**config.mk**
```make
export PLATFORM = sky130hd
export DESIGN_NAME = ro_sampler
export DESIGN_NICKNAME = d
export VERILOG_FILES = /design/src/rtl/ro_sampler.sv
export SDC_FILE = /design/constraint.sdc
export NUM_CORES = 1
export LEC_CHECK = 0
export ABC_AREA = 0
export ABC_CLOCK_PERIOD_IN_PS = 6300
export BUFFER_PORTS_ARGS = -buffer_cell sky130_fd_sc_hd__clkbuf_2
export CAP_MARGIN = 30
export CORE_AREA = 2 2 99 101
export CTS_CLUSTER_SIZE = 14
export DETAILED_ROUTE_END_ITERATION = 8
export DIE_AREA = 0 0 101 103
export PLACE_DENSITY = 0.65
export SETUP_SLACK_MARGIN = 0.02
export SLEW_MARGIN = 20
export SYNTH_ARGS = -nofsm -noshare
export SYNTH_HDL_FRONTEND = slang
export SYNTH_SLANG_ARGS = --single-unit
export TNS_END_PERCENT = 20
```
**constraint.sdc**
```tcl
create_clock -name clk -period 6.3 [get_ports clk]
set_input_delay 0.315 -clock clk [delete_from_list [all_inputs] [get_ports clk]]
set_output_delay 0.315 -clock clk [all_outputs]
set_load 0.03 [all_outputs]
```
**src/rtl/ro_sampler.sv**
```systemverilog
// Ring-oscillator entropy sampler: synchronizes and XORs the oscillator outputs,
// decimates to raw bits, applies von Neumann debiasing and packs bytes behind a valid/ready port.
module ro_sampler #(
  parameter int RO_COUNT      = 4,
  parameter int SAMPLE_DIV    = 16,
  parameter int WARMUP_CYCLES = 256,
  parameter int STUCK_LIMIT   = 64
) (
  input  logic                clk,
  input  logic                rst_n,
  input  logic                start,
  input  logic [RO_COUNT-1:0] roIn,
  output logic                roEnable,
  output logic [7:0]          dataOut,
  output logic                dataValid,
  input  logic                dataReady,
  output logic                stuckError
);

  typedef enum logic [1:0] {IDLE, WARMUP, SAMPLE, ERROR} state_t;

  state_t              state;
  logic [RO_COUNT-1:0] roSync1;
  logic [RO_COUNT-1:0] roSync2;
  logic [15:0]         warmCnt;
  logic [15:0]         sampleCnt;
  logic [9:0]          stuckCnt;
  logic                lastBit;
  logic                havePair;
  logic                pairBit;
  logic [7:0]          asmReg;
  logic [3:0]          asmCnt;

  logic                rawBit;
  logic                captureNow;
  logic [9:0]          stuckNext;
  logic                stuckTrip;
  logic                emitValid;
  logic                asmFull;
  logic                moveByte;

  always_ff @(posedge clk or negedge rst_n) begin
    if (!rst_n) begin
      roSync1 <= '0;
      roSync2 <= '0;
    end else begin
      roSync1 <= roIn;
      roSync2 <= roSync1;
    end
  end

  assign rawBit     = ^roSync2;
  assign captureNow = (state == SAMPLE) && (sampleCnt == 16'(SAMPLE_DIV - 1));
  // A run restarts at 1 on the first capture of a SAMPLE visit or on any change.
  assign stuckNext  = (stuckCnt == 10'd0 || rawBit != lastBit) ? 10'd1 : stuckCnt + 10'd1;
  assign stuckTrip  = captureNow && (stuckNext == 10'(STUCK_LIMIT));
  assign emitValid  = captureNow && havePair && (pairBit != rawBit);
  assign asmFull    = (asmCnt == 4'd8);
  assign moveByte   = (state == SAMPLE) && asmFull && (!dataValid || dataReady);

  always_ff @(posedge clk or negedge rst_n) begin
    if (!rst_n) begin
      state      <= IDLE;
      roEnable   <= 1'b0;
      dataOut    <= 8'h00;
      dataValid  <= 1'b0;
      stuckError <= 1'b0;
      warmCnt    <= '0;
      sampleCnt  <= '0;
      stuckCnt   <= '0;
      lastBit    <= 1'b0;
      havePair   <= 1'b0;
      pairBit    <= 1'b0;
      asmReg     <= '0;
      asmCnt     <= '0;
    end else begin
      if (dataValid && dataReady) dataValid <= 1'b0;
      case (state)
        IDLE: begin
          if (start) begin
            state    <= WARMUP;
            roEnable <= 1'b1;
            warmCnt  <= '0;
          end
        end
        WARMUP: begin
          if (!start) begin
            state    <= IDLE;
            roEnable <= 1'b0;
          end else if (warmCnt == 16'(WARMUP_CYCLES - 1)) begin
            state     <= SAMPLE;
            sampleCnt <= '0;
            stuckCnt  <= '0;
            havePair  <= 1'b0;
            asmReg    <= '0;
            asmCnt    <= '0;
          end else begin
            warmCnt <= warmCnt + 16'd1;
          end
        end
        SAMPLE: begin
          if (stuckTrip) begin
            state      <= ERROR;
            roEnable   <= 1'b0;
            stuckError <= 1'b1;
            dataValid  <= 1'b0;
            asmReg     <= '0;
            asmCnt     <= '0;
            havePair   <= 1'b0;
          end else if (!start) begin
            state     <= IDLE;
            roEnable  <= 1'b0;
            sampleCnt <= '0;
            havePair  <= 1'b0;
            asmReg    <= '0;
            asmCnt    <= '0;
          end else begin
            sampleCnt <= captureNow ? 16'd0 : sampleCnt + 16'd1;
            if (captureNow) begin
              lastBit  <= rawBit;
              stuckCnt <= stuckNext;
              havePair <= !havePair;
              pairBit  <= rawBit;
            end
            // A full assembly byte blocks new bits until it moves out.
            if (emitValid && !asmFull) begin
              asmReg <= {asmReg[6:0], pairBit};
              asmCnt <= asmCnt + 4'd1;
            end
            if (moveByte) begin
              dataOut   <= asmReg;
              dataValid <= 1'b1;
              asmReg    <= '0;
              asmCnt    <= '0;
            end
          end
        end
        ERROR: begin
          roEnable   <= 1'b0;
          stuckError <= 1'b1;
          dataValid  <= 1'b0;
        end
        default: begin
          state    <= IDLE;
          roEnable <= 1'b0;
        end
      endcase
    end
  end

endmodule

```
==> impl_metrics.py <==
metrics = {
    "power": {
        "p_leak_nw": 2.00,
        "pwr-share-clk_pct": 29.5,
        "seq_power_share_pct": 40.5,
        "intPower_mw": 0.843,
        "p_sw_share_pct": 38.6,
        "p_switching_mw": 0.529,
        "max-vdd-ir-drop_uv": 215,
        "combPwrFrac_pct": 29.9,
        "p_per_area_nw_per_um2": 302,
    },
    "cells_and_area": {
        "antenna_cells": 0,
        "final_common_cell": "dfrtp_1",
        "drive_gt1_share_pct": 13.2,
        "area_growth_pct": 9.91,
        "fill_cells": 881,
        "nets": 459,
        "layout_common_cells": "dfrtp_1 (77), nand2_1 (39), nor2_1 (35)",
    },
    "drt": {
        "dr.pass1.iters": 4,
        "post-route-drc-count": 0,
        "routed_wirelength_mm": 8.40,
        "ant_nets": 0,
        "drt_iter0_drc": 235,
        "vias": 3243,
        "wl_per_cell_microns": 15.0,
        "vias_per_cell": 5.79,
    },
    "worst_hold_path": {
        "min_to": "roSync1[2]",
        "min-delay-start": "roIn[2]",
        "hold_class": "in -> reg",
        "min_path_cells": 1,
    },
    "clock_tree": {
        "worstSkewPairLatency_ns": 0.36,
        "cts_made_buffers": 9,
        "htreeDepth": 3,
        "cts_resized": 0,
        "clk_pin_slew_ns": 0.09,
        "clock_path_buffers": 2,
        "clock_sinks": 77,
        "cts_tree": "done",
        "postCtsSetupRepairBufs": 0,
        "cts_root_buf": "clkbuf_8",
    },
    "grt": {
        "grt_max_degree": 78,
        "grt_use_total_pct": 17.5,
        "antenna_found_initial": 0,
        "grt_pass1_vias": 3130,
        "grt_pass1_wl_mm": 14.6,
        "overflow": 0,
    },
    "floorplanning": {
        "ios": 19,
        "die_area_sq_um": 10400,
        "fp-row-count": 36,
        "core_area_sq_um": 9460,
        "start_util_pct": 43.8,
        "die_width_microns": 101,
        "die_h_microns": 103,
    },
    "setup_path": {
        "crit_top_cell": "nand4_1",
        "slowest_stage": "nand4_1",
        "worstSetupPathType": "reg -> reg",
        "cp_cell_sequence": "ha_1 > and4b_1 > nand4_1 > nor4_1 > nand4_1 > nand2_1 > mux2_2",
        "regToRegEndpoint": "stuckCnt[0]",
        "cp.arrival_ns": 3.51,
        "max_stage_delay_ns": 0.57,
        "crit_required_ns": 6.55,
        "critPathBufInv": 0,
        "crit_fanout": 11,
        "rrSetupSlack_ns": 3.04,
        "crit_path_end_kind": "flop",
        "r2r-start": "sampleCnt[0]",
        "critPathTopFamily": "simple AND/OR/NAND/NOR gates",
        "cp-start-kind": "flop",
        "worstRegToRegCells": 7,
    },
    "sta": {
        "worst_pin_slew_ns": 0.938,
        "max_slew_margin_pct": 36.9,
        "hold_ws_ns": 0.0511,
        "period_minus_slack_ns": 3.26,
        "setup_viol": 0,
        "hold_viol_final": 0,
        "skew_ns": 0.0132,
        "drv_slew": 0,
        "clock.fmax_ghz": 0.307,
        "rsz0062_at_grt": "false",
        "period_share_pct": 51.8,
        "layout_setup_ws_ns": 3.04,
        "setup_tns_ns": 0,
    },
    "yosys": {
        "syn-num-nets": 444,
        "synth_top_cell_area_share_pct": 46.5,
        "yosysUniqueCellTypes": 57,
        "seq_area_frac_synth_pct": 46.5,
        "synthArstFlopShare_pct": 100,
        "synth_area_per_cell_sq_um": 9.72,
        "synthCells": 426,
        "netlist_area_sq_um": 4140,
        "ys_ff_latch": 77,
        "synth_flop_cell": "dfrtp_1",
        "synth_edf_count": 0,
        "synth_warnings": 0,
        "synth_area_leaders": "dfrtp_1 (47%), nand2_1 (3.5%), mux2_2 (3.3%)",
        "yosys.area.top_type": "dfrtp_1",
    },
    "flow_run": {
        "maxCapViolCount": 0,
    },
    "status": {
        "status": "complete, no violations",
    },
    "place": {
        "dp.final_hpwl_mm": 5.73,
        "portBuffers": 18,
        "dp_slack_ns": 3.12,
        "finalWeightedCongestion": 0.831,
    },
}
## timing repair
| action | CTS | global route |
|---|---|---|
| setup endpoints to repair | 0 | 0 |
| hold buffers | 0 | 1 |
| endpoints found under the hold margin | 0 | 19 |
## worst reg2reg max path, delay by kind of cell, from the launching register on
family                   cells  cell delay (ns)
adder cells (fa/ha/maj)      1             0.25
flip-flops                   1             0.41
multiplexers                 1             0.37
AND/OR/NAND/NOR              5             2.13
## worst max-delay path by stage
stage               depth (start not counted)  slack [ns]      endpoint          from
floorplan                                   7        3.83  sampleCnt[4]    warmCnt[9]
global placement                            7        3.20    dataOut[1]  sampleCnt[0]
detailed placement                          7        3.12    dataOut[2]  sampleCnt[0]
CTS                                         7        3.10    dataOut[2]  sampleCnt[0]
global route                                7        2.80   stuckCnt[0]  sampleCnt[0]
finish                                      7        3.04   stuckCnt[0]  sampleCnt[0]
## area by class of cell
type	count	area [sq um]	share of cell area, %
inverter	11	41.3	0.907
multi-input combinational	322	2100	46.1
sequential	77	1930	42.3
clock inverter	7	88.8	1.95
tap	114	143	3.13
timing repair buffer	20	130	2.86
clock buffer	9	124	2.72
## sequential cells by signal, indices dropped and copies added (netlist names)
register	cells
pairBit	1
stuckCnt	10
dataOut	8
asmReg	8
dataValid	1
sampleCnt	16
state	2
roSync1	4
roSync2	4
roEnable	1
stuckError	1
warmCnt	16
havePair	1
asmCnt	4
## through the flow
stage	total power [mW]	cells	utilization, %	cell area, sq um
finish	1.37	560	48.1	4550
global route	1.46	560	48.1	4550
CTS	1.38	558	47.7	4510
detailed placement	0.974	542	45.5	4300
global placement	0.960	542	45.5	4300
floorplan	0.880	426	-	4140
## metal layers
layer / vias up / wire [microns] / GRT usage [%]
li1: 1592 / - / -
met1: 1565 / 4010 / 23.8
met2: 72 / 3960 / 28.8
met3: 14 / 274 / 3.32
met4: 0 / 153 / 5.30
met5: - / 0 / 0
## cell usage after synthesis (all sizes together), types with 2 or more instances
| library cell | number |
|---|---|
| buf | 5 |
| ha | 10 |
| and3 | 10 |
| or3 | 3 |
| xor2 | 12 |
| dfrtp | 77 |
| o22ai | 2 |
| nor4 | 6 |
| nand2b | 3 |
| nor2b | 4 |
| nor3 | 15 |
| o21a | 2 |
| a211oi | 2 |
| a22o | 11 |
| o31ai | 8 |
| o21ai | 24 |
| nor2 | 35 |
| o2bb2ai | 9 |
| nand2 | 41 |
| mux2i | 2 |
| a21boi | 4 |
| o22a | 2 |
| clkbuf | 11 |
| nand3 | 25 |
| and2 | 8 |
| xnor2 | 8 |
| nand3b | 2 |
| inv | 11 |
| or4 | 4 |
| a31oi | 7 |
| a21oi | 18 |
| and4 | 4 |
| mux2 | 12 |
| nand4 | 15 |
## cell families after synthesis
family                   share of synthesized area (%)
AO/OA/AOI/OAI                                     16.0
XOR/XNOR                                          4.77
adder cells (fa/ha/maj)                           3.02
buffers and inverters                             2.81
flip-flops                                        46.5
multiplexers                                      3.75
AND/OR/NAND/NOR                                   23.1
## power by group through the flow
stage	Clock, mW	Combinational (mW)	Sequential, mW
floorplan	0	0.313	0.567
global placement	0	0.397	0.564
detailed placement	0	0.407	0.567
CTS	0.416	0.409	0.556
global route	0.436	0.465	0.563
finish	0.405	0.411	0.557
No activity file was read; power rests on OpenSTA's default activity.
